===== config.mk =====
export PLATFORM = sky130hd
export DESIGN_NAME = sr_cmd_debounce
export DESIGN_NICKNAME = d
export VERILOG_FILES = /design/src/rtl/sr_cmd_debounce.sv
export SDC_FILE = /design/constraint.sdc
export NUM_CORES = 1
export LEC_CHECK = 0
export ABC_AREA = 1
export BUFFER_PORTS_ARGS = -buffer_cell sky130_fd_sc_hd__buf_2
export CORE_ASPECT_RATIO = 0.6
export CORE_UTILIZATION = 55
export DETAILED_ROUTE_END_ITERATION = 6
export GPL_TIMING_DRIVEN = 0
export PLACE_DENSITY = 0.74
export RECOVER_POWER = 50
export SYNTH_ARGS = -nofsm -noshare
export SYNTH_HDL_FRONTEND = slang
export SYNTH_SLANG_ARGS = --single-unit

===== constraint.sdc =====
create_clock -name clk -period 2 [get_ports clk]
set_clock_uncertainty 0.2 [all_clocks]
set_input_delay 0.6 -clock clk [delete_from_list [all_inputs] [get_ports clk]]
set_output_delay 0.6 -clock clk [all_outputs]
set_load 0.01 [all_outputs]

===== src/rtl/sr_cmd_debounce.sv =====
// sr_cmd_debounce: sync + debounce two bouncing buttons into exclusive S/R pulses for an SR latch.
// Define SR_SET_PRIORITY_EN to let set win (still flagging conflict) when both requests collide.
module sr_cmd_debounce #(
  parameter int DB_CNT    = 4,
  parameter int PULSE_LEN = 2,
  parameter int GUARD_LEN = 1
) (
  input  logic clk,
  input  logic rst_n,
  input  logic set_btn_raw,
  input  logic rst_btn_raw,
  output logic S,
  output logic R,
  output logic set_lvl,
  output logic rst_lvl,
  output logic conflict,
  output logic busy
);
  typedef enum logic [1:0] {IDLE, SET_PULSE, RST_PULSE, GUARD} state_t;
`ifdef SR_SET_PRIORITY_EN
  localparam bit PRIO = 1'b1;
`else
  localparam bit PRIO = 1'b0;
`endif
  logic [1:0] raw, lvl, req, eff, pend_q;
  logic [7:0] ph_q;
  logic       s_q, r_q, conflict_q, busy_q;
  state_t     state_q;
  assign raw = {rst_btn_raw, set_btn_raw};
  for (genvar c = 0; c < 2; c++) begin : g_ch
    logic        s1_q, s2_q, lvl_q, prev_q, lvl_d;
    logic [15:0] cnt_q, cnt_d;
    // counter restarts on every match and on the flip itself
    always_comb begin
      cnt_d = (s2_q == lvl_q || cnt_q == 16'(DB_CNT - 1)) ? '0 : cnt_q + 16'd1;
      lvl_d = (s2_q != lvl_q && cnt_q == 16'(DB_CNT - 1)) ? ~lvl_q : lvl_q;
    end
    always_ff @(posedge clk or negedge rst_n) begin
      if (!rst_n) begin
        s1_q   <= 1'b0;
        s2_q   <= 1'b0;
        lvl_q  <= 1'b0;
        prev_q <= 1'b0;
        cnt_q  <= '0;
      end else begin
        s1_q   <= raw[c];
        s2_q   <= s1_q;
        lvl_q  <= lvl_d;
        prev_q <= lvl_q;
        cnt_q  <= cnt_d;
      end
    end
    assign lvl[c] = lvl_q;
    assign req[c] = lvl_q & ~prev_q;
  end
  assign eff = req | pend_q;
  always_ff @(posedge clk or negedge rst_n) begin
    if (!rst_n) begin
      state_q    <= IDLE;
      ph_q       <= '0;
      pend_q     <= '0;
      s_q        <= 1'b0;
      r_q        <= 1'b0;
      conflict_q <= 1'b0;
      busy_q     <= 1'b0;
    end else begin
      conflict_q <= 1'b0;
      case (state_q)
        IDLE: begin
          pend_q     <= '0;
          ph_q       <= '0;
          conflict_q <= &eff;
          if (eff[0] && (!eff[1] || PRIO)) begin
            state_q <= SET_PULSE;
            s_q     <= 1'b1;
            busy_q  <= 1'b1;
          end else if (eff[1] && !eff[0]) begin
            state_q <= RST_PULSE;
            r_q     <= 1'b1;
            busy_q  <= 1'b1;
          end
        end
        SET_PULSE, RST_PULSE: begin
          pend_q <= pend_q | req;
          if (ph_q == 8'(PULSE_LEN - 1)) begin
            state_q <= GUARD;
            s_q     <= 1'b0;
            r_q     <= 1'b0;
            ph_q    <= '0;
          end else begin
            ph_q <= ph_q + 8'd1;
          end
        end
        GUARD: begin
          pend_q <= pend_q | req;
          if (ph_q == 8'(GUARD_LEN - 1)) begin
            state_q <= IDLE;
            busy_q  <= 1'b0;
            ph_q    <= '0;
          end else begin
            ph_q <= ph_q + 8'd1;
          end
        end
        default: state_q <= IDLE;
      endcase
    end
  end
  assign S        = s_q;
  assign R        = r_q;
  assign set_lvl  = lvl[0];
  assign rst_lvl  = lvl[1];
  assign conflict = conflict_q;
  assign busy     = busy_q;
endmodule


# Yosys cells after proc, flatten, opt, wreduce, memory -nomap -nowiden
# Index checks and enable logic that the tools add are counted.
totals:
  register_bits: 56
  in_bits: 4
  output_inout_bits: 6
op_classes:
  add_sub_neg: 3
  eq_ne: 16
  n_mux: 21
  bitwise: 7
  n_reduce_logical: 19
ops:
  columns: ["cell", "count"]
  rows:
  - ["16-bit by 1-bit adder with 16-bit output, second input constant", 2]
  - ["16-bit by 2-bit equality test with 1-bit output, second input constant", 2]
  - ["16-bit two-way mux", 2]
  - ["8-bit case mux with 3 select lines", 1]
  - ["8-bit two-way mux", 2]
  - ["2-bit inequality test, second input constant", 5]
  - ["3-bit AND reduction", 3]
  - ["8-bit by 1-bit adder with 8-bit output, second input constant", 1]
  - ["8-bit by 1-bit equality test with 1-bit output, second input constant", 1]
  - ["8-bit zero test", 1]
  - ["2-bit two-way mux", 4]
  - ["1-bit two-way mux", 7]
  - ["1-bit case mux with 2 select lines", 3]
  - ["2-bit case mux with 3 select lines", 1]
  - ["2-bit equality test, second input constant", 2]
  - ["1-bit logical AND", 4]
  - ["1-bit NOT", 4]
  - ["2-bit case mux with 2 select lines", 1]
  - ["4-bit AND reduction", 1]
  - ["2-bit nonzero test", 2]
  - ["3-bit inequality test, second input constant", 1]
  - ["3-bit OR reduction", 1]
  - ["1-bit bitwise AND", 2]
  - ["1-bit equality test", 2]
  - ["8 further kinds", 11]

# Longest topological paths before layout
# Gate-level depths: netlist of the first run.
depth:
  word_depth: 8
  depth_mapped: 9

# Worst setup path after synthesis of the first run
# OpenSTA, ideal clock, no wires.
synth_path:
  kind: "register to register"
  start: "register state_q[0]"
  end: "register ph_q[0]"
  setup_time_ps: 124
  arrival_ps: 1196
  setup_slack_ps: 480
  stages_incl_launch_ff: 7
  period_less_slack_ps: 1520
  path_cell_list: "dfrtp_1 > inv_1 > ha_1 > inv_1 > nor2_2 > o21ai_4 > nor2_1"
synth_via:
  elab_chain_len: 3
  word_cells_on_any_way: 6
  classes_between: "eq/ne: 3; mux: 1; reduce/logical: 2"
synth_lines:
  columns: ["item", "line", "source"]
  rows:
  - ["start, declared", "28", "state_t state_q;"]
  - ["start signal, assigned", "59", "state_q <= IDLE;"]
  - ["start signal, assigned", "74", "state_q <= SET_PULSE;"]
  - ["start signal, assigned", "78", "state_q <= RST_PULSE;"]
  - ["2-bit by 1-bit equality test with 1-bit output or 2-bit equality test (tied branches)", "68", "case (state_q)"]
  - ["2-bit OR reduction", "68", null]
  - ["8-bit case mux with 3 select lines (*)", "68", null]
  - ["end signal, assigned", "91", "ph_q <= ph_q + 8'd1;"]
  - ["end signal, assigned", "101", "ph_q <= ph_q + 8'd1;"]
  - ["end, declared", "26", "logic [7:0] ph_q;"]
# Every way passes the cells marked *; elsewhere a longest branch is shown, timed or not.
# A chain may end at the register's enable or synchronous reset.

# Worst setup path in the final report of the first run
layout_path:
  start: "register state_q[0]"
  end: "register ph_q[4]"
# Same word-level chain as after synthesis.

==> impl_metrics.yaml, run 1 <==
timing:
  max_slew_margin_pct: 9.48
  worst_pin_slew_ns: 1.36
  max_freq_mhz: 558
  rsz0062_at_grt: "false"
  setup_violations: 0
  hold_viol: 0
  maxSlewViolCount: 0
  fin_tns_setup_ns: 0
  period_minus_slack_ns: 1.79
  min_period_over_period_pct: 89.5
yosys:
  ys_seq_area_share_pct: 47.5
  synth_area_sq_mm: 0.00295
  synth_area_per_cell_sq_um: 8.24
  ys_ff_latch: 56
  synthDistinctLibCells: 25
  synth_cells: 358
  synthesis.nets: 371
  yosysWarnings: 0
die:
  initial_core_util_pct: 57.8
  core_area_sq_mm: 0.00510
  pin_count: 10
  die_width_um: 96.5
  dieArea_sq_mm: 0.00567
  die_h_um: 58.7
  rows: 20
clocking:
  clock-root-buffer: "clkbuf_8"
  ctsHoldBuffers: 0
  cts_buffer_depth: 2
  cts_tree: "yes"
  numClockSinks: 56
  cts_max_level: 2
  postCtsResizedCells: 0
  clk_latency_ns: 0.31
  cts_buffers: 5
  clkTransAtPathRegs_ns: 0.10
  postCtsSetupRepairBufs: 0
cells_and_area:
  nNetsFinal: 387
  diodes: 0
  fillers: 437
  area_delta_synth_final_pct: 7.34
  drive_gt1_share_pct: 14.9
grt:
  grt-ovfl-total: 0
  grt_max_degree: 57
  antenna_found_initial: 0
  grt_pass1_vias: 1931
  grt.total_usage_pct: 21.3
  grt_pass1_wl_mm: 8.94
run:
  maxCapViolations: 0
critical_path:
  ff2ff_path_depth: 6
  worstSetupPathType: "register to register"
  start_kind: "register"
  required_ns: 2.00
  worstPathMaxFanout: 8
  reg2reg_setup_slack_ns: 0.21
  crit-reg2reg-launch: "state_q[0]$_DFFE_PN0P_"
  crit_end: "ph_q[4]$_DFF_PN0_"
  cp-startpoint: "state_q[0]$_DFFE_PN0P_"
  crit_arrival_ns: 1.79
  endpoint_kind: "register"
  timing.rr.end: "ph_q[4]$_DFF_PN0_"
placement:
  hpwlAfterDp_mm: 3.94
  port_buffers: 9
  gp_congestion: 0.919
run_status:
  outcome: "complete, no violations"
route:
  ant_nets: 0
  drtPass1Iterations: 5
  wl_per_cell_um: 12.2
  wl_mm: 5.36
  via_count: 2228
  vias_per_cell: 5.05
  drt-initial-drc-count: 151
  drcViolationCount: 0
power_and_ir_drop:
  combPwrFrac_pct: 37.8
  p_per_area_mw_per_mm2: 1040
  irDropWorstVdd_mv: 0.880
  p_total_mw: 3.29
  p_sw_mw: 1.30
  clkPwrFrac_pct: 18.8
  p_seq_share_pct: 43.4
  switching_share_pct: 39.5
  p_int_mw: 1.99
  power.leakage_nw: 1.49
worst_hold_path:
  min-delay-path-class: "register to register"
[how the worst min path moves through the flow]
stage	to	depth (start not counted)	startpoint	slack, ns
floorplan	R$_DFFE_PN0P_	0	rst_n	0.10
global placement	g_ch[0].s2_q$_DFF_PN0_	0	g_ch[0].s1_q$_DFF_PN0_	0.13
detailed placement	g_ch[0].s2_q$_DFF_PN0_	0	g_ch[0].s1_q$_DFF_PN0_	0.13
CTS	g_ch[0].s2_q$_DFF_PN0_	0	g_ch[0].s1_q$_DFF_PN0_	0.16
global route	g_ch[1].s1_q$_DFF_PN0_	1	rst_btn_raw	0.16
finish	g_ch[0].s2_q$_DFF_PN0_	0	g_ch[0].s1_q$_DFF_PN0_	0.16
[cells in the mapped netlist, drive strengths merged]
master	count	area, sq um
a31oi	1	6.26
a21oi	4	20.0
nor2	89	402
o211ai	1	7.51
o21ai	6	41.3
nand2	81	334
xor2	17	156
nand4	2	12.5
nand3	35	175
dfrtp	56	1400
xnor2	6	52.6
nor3	7	40.0
inv	40	150
ha	9	113
nand3b	2	15.0
buf	2	22.5
[registers in the layout, indices dropped and copies added (netlist names)]
signal	cells
pend_q	2
g_ch.cnt_q	32
g_ch.s1_q	2
R	1
conflict	1
state_q	2
ph_q	8
set_lvl	1
S	1
g_ch.prev_q	2
busy	1
rst_lvl	1
g_ch.s2_q	2
[cell families after synthesis]
logic type	synth area share (%)
AO/OA/AOI/OAI	2.55
buffers and inverters	5.85
flip-flops	47.5
AND/OR/NAND/NOR	33.2
adder cells (fa/ha/maj)	3.82
XOR/XNOR	7.09
[area by class of cell]
type | instances | area, sq um | area share [%]
Multi-Input combinational cell | 260 | 1380 | 43.4
Inverter | 40 | 150 | 4.74
Buffer | 2 | 22.5 | 0.711
Timing Repair Buffer | 9 | 45.0 | 1.42
Sequential cell | 56 | 1400 | 44.3
Tap cell | 66 | 82.6 | 2.61
Clock inverter | 2 | 16.3 | 0.514
Clock buffer | 6 | 72.6 | 2.29
[per-layer routing]
layer / track usage (%) / wire [um] / up-vias
li1: - / - / 1139
met3: 5.43 / 413 / 6
met5: 0 / 0 / -
met2: 28.8 / 2150 / 60
met1: 33.4 / 2750 / 1023
met4: 6.09 / 46 / 0
[placed cells by master, fill, tap and decap left out, drive strengths merged]
cell type   n
nand2      81
inv        40
o21ai       6
xnor2       6
xor2       17
a21oi       4
o211ai      1
nand4       2
nand3      35
nor2       89
a31oi       1
buf        10
dfrtp      56
nand3b      2
ha          9
clkinv      1
nor3        7
clkbuf      7
clkinvlp    1
[worst max-delay path, cell delays in order (launching register included)]
cell	delay, ns
dfrtp_1	0.44
inv_1	0.09
ha_1	0.34
inv_1	0.16
nor2_2	0.10
o21ai_4	0.27
nor2_1	0.08
[stage by stage]
step	utilization, %	setup slack, ns	hold WS, ns	cell area, sq um	instances
after floorplan	-	0.480	0.104	2950	358
after global placement	60.3	0.0768	0.134	3080	433
after detailed placement	60.3	0.0641	0.135	3080	433
after CTS	62.0	0.208	0.158	3170	441
after global routing	62.0	0.0943	0.163	3170	441
final	62.0	0.209	0.156	3170	441
[power groups by stage]
stage / clock network [mW] / registers [mW] / logic, mW
CTS: 0.640 / 1.43 / 1.24
finish: 0.617 / 1.43 / 1.24
detailed placement: 0 / 1.45 / 1.23
global placement: 0 / 1.45 / 1.19
floorplan: 0 / 1.45 / 0.908
global route: 0.688 / 1.45 / 1.40
Note: power is estimated with default switching activity, not from simulation.
==> inputs of run 2 (changes only) <==
--- a/config.mk
+++ b/config.mk
@@ -5,13 +5,13 @@
 export SDC_FILE = /design/constraint.sdc
 export NUM_CORES = 1
 export LEC_CHECK = 0
-export ABC_AREA = 1
 export BUFFER_PORTS_ARGS = -buffer_cell sky130_fd_sc_hd__buf_2
 export CORE_ASPECT_RATIO = 0.6
 export CORE_UTILIZATION = 55
+export CTS_CLUSTER_DIAMETER = 150
 export DETAILED_ROUTE_END_ITERATION = 6
 export GPL_TIMING_DRIVEN = 0
-export PLACE_DENSITY = 0.74
+export PLACE_DENSITY = 0.81
 export RECOVER_POWER = 50
 export SYNTH_ARGS = -nofsm -noshare
 export SYNTH_HDL_FRONTEND = slang
==> impl_metrics.yaml, run 2 <==
grt:
  grt.total_usage_pct: 21.1
  grt_pass1_vias: 1768
  antenna_found_initial: 0
  grt_pass1_wl_mm: 8.42
  grt-ovfl-total: 0
  grt_max_degree: 57
timing:
  max_slew_margin_pct: 9.08
  max_freq_mhz: 527
  worst_pin_slew_ns: 1.36
  fin_hold_ws_ns: 0.155
  hold_viol: 0
  setup_violations: 0
  period_minus_slack_ns: 1.90
  maxSlewViolCount: 0
  min_period_over_period_pct: 94.9
cells_and_area:
  drive_gt1_share_pct: 11.2
  final_core_util_pct: 63.9
  largest_register: "g_ch.cnt_q"
  diodes: 0
  layout_commonest_cell: "dfrtp_1"
  nNetsFinal: 290
  fillers: 368
  multiInputGateArea_sq_mm: 0.00122
  regArea_sq_mm: 0.00140
  largest_reg_flops: 32
  layout_common_cells: "56 x dfrtp_1, 48 x nor2_1, 25 x xnor2_1"
  area_delta_synth_final_pct: 10.4
  final_cells: 341
  largestRegisters: "g_ch.cnt_q (32), ph_q (8)"
yosys:
  netlist.area_leader.share_pct: 52.5
  synthDistinctLibCells: 34
  synthesis.nets: 272
  yosysTopAreaCell: "dfrtp_1"
  synth_edf_count: 0
  synth_common_cells: "56 x dfrtp_1, 48 x nor2_1, 25 x xnor2_1"
  synth_area_per_cell_sq_um: 10.3
  synth_area_leaders: "dfrtp_1 53%, xnor2_1 8.2%, nor2_1 6.8%"
  yosysMostFrequentCell: "dfrtp_1"
  synthFlopType: "dfrtp_1"
  synth_cells: 259
  async_reset_ff_share_pct: 100
  ys_seq_area_share_pct: 52.5
  yosysWarnings: 0
  ys_ff_latch: 56
  synth_area_sq_mm: 0.00267
route:
  drcViolationCount: 0
  wl_per_cell_um: 14.1
  vias_per_cell: 5.50
  drtPass1Iterations: 4
  drt-initial-drc-count: 71
  wl_mm: 4.82
  ant_nets: 0
  via_count: 1874
clocking:
  cts_max_level: 2
  cts_buffers: 5
  clk_latency_ns: 0.30
  clock-root-buffer: "clkbuf_8"
  cts_buffer_depth: 2
  cts_tree: "yes"
  clkTransAtPathRegs_ns: 0.09
  ctsHoldBuffers: 0
  numClockSinks: 56
critical_path:
  timing.rr.end: "busy$_DFFE_PN0P_"
  endpoint_kind: "register"
  start_kind: "register"
  reg2reg_setup_slack_ns: 0.10
  ff2ff_path_depth: 4
  worstPathMaxFanout: 6
  crit_arrival_ns: 1.89
  required_ns: 2.00
  worstSetupPathType: "register to register"
  crit-reg2reg-launch: "set_lvl$_DFFE_PN0P_"
die:
  core_area_sq_mm: 0.00461
  die_h_um: 56.0
  dieArea_sq_mm: 0.00514
  die_width_um: 91.9
  pin_count: 10
  rows: 19
  initial_core_util_pct: 57.9
power_and_ir_drop:
  power.leakage_nw: 1.24
  irDropWorstVdd_mv: 0.715
  p_per_area_mw_per_mm2: 1150
worst_hold_path:
  min-delay-path-class: "register to register"
  min_path_cells: 0
  min-delay-start: "g_ch[1].s1_q$_DFF_PN0_"
  holdPathEnd: "g_ch[1].s2_q$_DFF_PN0_"
placement:
  hpwlAfterDp_mm: 3.36
  port_buffers: 9
  gp_congestion: 0.830
  dp_cells: 331
run_status:
  outcome: "complete, no violations"
run:
  maxCapViolations: 0
[run 2: cell types whose count changed in the layout (fill, tap and decap cells not counted), moves of 11 or more]
| cell | before | now |
|---|---|---|
| inv_1 | 34 | 16 |
| nand2_1 | 71 | 4 |
| nand3_1 | 35 | 18 |
| nor2_1 | 70 | 48 |
| nor2_2 | 15 | 0 |
| nor4_1 | 0 | 11 |
| xnor2_1 | 6 | 25 |
[run 2: worst max path at each step]
stage | end | slack (ns) | from
6_report | busy$_DFFE_PN0P_ | 0.10 | set_lvl$_DFFE_PN0P_
5_1_grt | g_ch[1].cnt_q[7]$_DFF_PN0_ | -0.0009 | g_ch[1].cnt_q[0]$_DFF_PN0_
4_1_cts | g_ch[1].cnt_q[11]$_DFF_PN0_ | 0.01 | g_ch[1].cnt_q[0]$_DFF_PN0_
3_5_place_dp | g_ch[1].cnt_q[13]$_DFF_PN0_ | -0.09 | g_ch[1].cnt_q[0]$_DFF_PN0_
3_3_place_gp | g_ch[1].cnt_q[7]$_DFF_PN0_ | -0.03 | g_ch[1].cnt_q[0]$_DFF_PN0_
2_1_floorplan | busy$_DFFE_PN0P_ | 0.22 | set_lvl$_DFFE_PN0P_
[run 2: critical path, stage by stage (launching register included)]
cell	delay [ns]
dfrtp_1	0.43
nor2b_1	0.19
a211o_1	0.38
a311o_1	0.38
a32o_1	0.21
[run 2: cells by family after synthesis]
logic type / Yosys count / share of synthesized area, %
fa+ha+maj: 9 / 4.22
mux: 3 / 1.22
simple gates: 115 / 21.3
buf+inv: 19 / 2.77
compound gates: 23 / 6.80
xor+xnor: 34 / 11.2
flops: 56 / 52.5
[run 2: routing by layer]
layer / vias to the layer above / routed length, um / track usage [%]
li1: 934 / - / -
met1: 895 / 2530 / 34.3
met2: 38 / 2010 / 28.8
met3: 7 / 229 / 4.37
met4: 0 / 47 / 4.69
met5: - / 0 / 0
[run 2: area by class of cell]
cell class                      count  area share [%]
Multi-Input combinational cell    184            41.4
Clock inverter                      2            1.19
Sequential cell                    56            47.6
Clock buffer                        6            2.46
Timing Repair Buffer               12            2.29
Tap cell                           63            2.68
Buffer                              2           0.425
Inverter                           16            2.04
[run 2: report_power, final]
| part | internal (mW) | switching, mW |
|---|---|---|
| Combinational | 0.498 | 0.717 |
| Sequential | 1.31 | 0.145 |
| Clock | 0.372 | 0.350 |
| Total | 2.18 | 1.21 |
[run 2: through the flow]
| step | TNS, ns | setup slack [ns] | area [sq um] | power, mW |
|---|---|---|---|---|
| 3_3_place_gp | -0.250 | -0.0287 | 2790 | 2.55 |
| 5_1_grt | -0.000871 | -0.000871 | 2950 | 3.62 |
| 3_5_place_dp | -0.806 | -0.0868 | 2790 | 2.60 |
| 4_1_cts | 0 | 0.0101 | 2910 | 3.33 |
| 2_1_floorplan | 0 | 0.216 | 2670 | 2.28 |
| 6_report | 0 | 0.102 | 2950 | 3.39 |
[run 2: timing repair]
item	4_1_cts	5_1_grt
endpoints found under the setup margin	10	30
setup buffers	0	3
resized for setup	1	7
pin swaps	0	3
==> inputs of run 3 (changes only) <==
--- a/config.mk
+++ b/config.mk
@@ -7,11 +7,11 @@
 export LEC_CHECK = 0
 export BUFFER_PORTS_ARGS = -buffer_cell sky130_fd_sc_hd__buf_2
 export CORE_ASPECT_RATIO = 0.6
-export CORE_UTILIZATION = 55
+export CORE_UTILIZATION = 60
 export CTS_CLUSTER_DIAMETER = 150
 export DETAILED_ROUTE_END_ITERATION = 6
 export GPL_TIMING_DRIVEN = 0
-export PLACE_DENSITY = 0.81
+export PLACE_DENSITY = 0.87
 export RECOVER_POWER = 50
 export SYNTH_ARGS = -nofsm -noshare
 export SYNTH_HDL_FRONTEND = slang
==> constraint.sdc (replaced) <==
create_clock -name clk -period 2 [get_ports clk]
set_clock_uncertainty 0.2 [all_clocks]
set_input_delay 0.6 -clock clk [delete_from_list [all_inputs] [get_ports clk]]
set_output_delay 0.6 -clock clk [all_outputs]
set_load 0.02 [all_outputs]
==> impl_metrics.yaml, run 3 (synthesis results as in run 2) <==
timing:
  worst_pin_slew_ns: 0.792
  period_minus_slack_ns: 1.87
  max_slew_margin_pct: 47.2
  rsz0062_at_grt: "false"
  setup_violations: 0
  max_freq_mhz: 535
  hold_viol: 0
  fin_ws_ns: 0.130
  fin_hold_ws_ns: 0.158
  min_period_over_period_pct: 93.5
  maxSlewViolCount: 0
  fin_tns_setup_ns: 0
run:
  maxCapViolations: 0
grt:
  grt-ovfl-total: 0
  antenna_found_initial: 0
  grt_pass1_vias: 1724
  grt_max_degree: 57
  grt_pass1_wl_mm: 7.88
  grt.total_usage_pct: 22.1
route:
  via_count: 1902
  ant_nets: 0
  drt-initial-drc-count: 126
  drcViolationCount: 0
  wl_per_cell_um: 13.6
  drtPass1Iterations: 6
  wl_mm: 4.60
  vias_per_cell: 5.64
placement:
  port_buffers: 9
  gp_congestion: 0.844
  post-place-ws_ns: 0.00162
  hpwlAfterDp_mm: 3.26
critical_path:
  path_depth: 4
  ff2ff_path_depth: 4
  cpMaxStageDelayCell: "dfrtp_1"
  max_stage_delay_ns: 0.43
  worstPathMaxFanout: 6
  worstSetupPathType: "register to register"
  required_ns: 2.00
  crit_buf_inv: 0
  crit_arrival_ns: 1.87
  endpoint_kind: "register"
  crit_chain: "nor2b_1 > a211o_1 > a311o_1 > a32o_1"
  start_kind: "register"
  cp_top_family: "compound AO/OA/AOI/OAI gates"
worst_hold_path:
  min-delay-path-class: "register to register"
  min_path_cells: 0
die:
  core_area_sq_mm: 0.00419
  die_width_um: 88.1
  rows: 18
  initial_core_util_pct: 63.7
  pin_count: 10
  dieArea_sq_mm: 0.00473
  die_h_um: 53.7
cells_and_area:
  fillers: 296
  area_delta_synth_final_pct: 10.9
  largest_register: "g_ch.cnt_q"
  largestRegisters: "g_ch.cnt_q (32), ph_q (8)"
  nNetsFinal: 289
  layout_common_cells: "56 x dfrtp_1, 48 x nor2_1, 25 x xnor2_1"
  drive_gt1_share_pct: 10.5
  layout_commonest_cell: "dfrtp_1"
  diodes: 0
  largest_reg_flops: 32
clocking:
  cts_tree: "yes"
  numClockSinks: 56
  cts_max_level: 2
  cts_buffer_depth: 2
  clock-root-buffer: "clkbuf_8"
  clkTransAtPathRegs_ns: 0.10
  clk_latency_ns: 0.30
  cts_buffers: 5
power_and_ir_drop:
  p_per_area_mw_per_mm2: 1160
  power.leakage_nw: 1.24
  irDropWorstVdd_mv: 0.630
  p_total_mw: 3.43
run_status:
  outcome: "complete, no violations"
[run 3: power breakdown]
group	internal (mW)	switching, mW	total, mW
clock network	0.442	0.348	0.790
registers	1.31	0.147	1.46
logic	0.455	0.731	1.19
[run 3: timing repair]
item / in CTS / in global routing
gates resized for setup: 1 / 5
setup buffers: 0 / 1
pin swaps: 0 / 2
hold endpoints to repair: 0 / 6
endpoints found under the setup margin: 1 / 28
hold buffers: 0 / 1
[run 3: worst paths after layout]
path                                             start  slack [ns]                           to
worst max-delay path               set_lvl$_DFFE_PN0P_        0.13             busy$_DFFE_PN0P_
worst min-delay path            g_ch[1].s1_q$_DFF_PN0_        0.16       g_ch[1].s2_q$_DFF_PN0_
worst max register to register     set_lvl$_DFFE_PN0P_        0.13             busy$_DFFE_PN0P_
worst min register to register  g_ch[1].s1_q$_DFF_PN0_        0.16       g_ch[1].s2_q$_DFF_PN0_
max in group asynchronous                        rst_n        0.23            ph_q[2]$_DFF_PN0_
min in group asynchronous                        rst_n        0.68  g_ch[1].cnt_q[11]$_DFF_PN0_
[run 3: stage by stage]
step / util (%) / instances / instance area (sq um)
floorplan: - / 259 / 2670
global placement: 66.6 / 328 / 2790
detailed placement: 66.6 / 328 / 2790
CTS: 69.7 / 336 / 2920
global route: 70.7 / 337 / 2960
finish: 70.7 / 337 / 2960
[run 3: final cells by class]
| cell class | instances | area [sq um] | share of cell area, % |
|---|---|---|---|
| buffer | 1 | 5.00 | 0.169 |
| clock buffer | 7 | 96.3 | 3.25 |
| clock inverter | 1 | 30.0 | 1.01 |
| inverter | 16 | 60.1 | 2.03 |
| multi-input combinational | 184 | 1210 | 40.9 |
| sequential | 56 | 1400 | 47.3 |
| tap | 60 | 75.1 | 2.54 |
| timing repair buffer | 12 | 81.3 | 2.75 |
[run 3: routing by layer]
metal / up-vias / GRT usage, % / routed length [um] / part of all wire (%)
met5: - / 0 / 0 / 0
met1: 906 / 33.9 / 2450 / 53
met2: 63 / 33.2 / 1880 / 41
met4: 0 / 2.69 / 10 / 0.22
li1: 931 / - / - / -
met3: 2 / 5.06 / 252 / 5.5
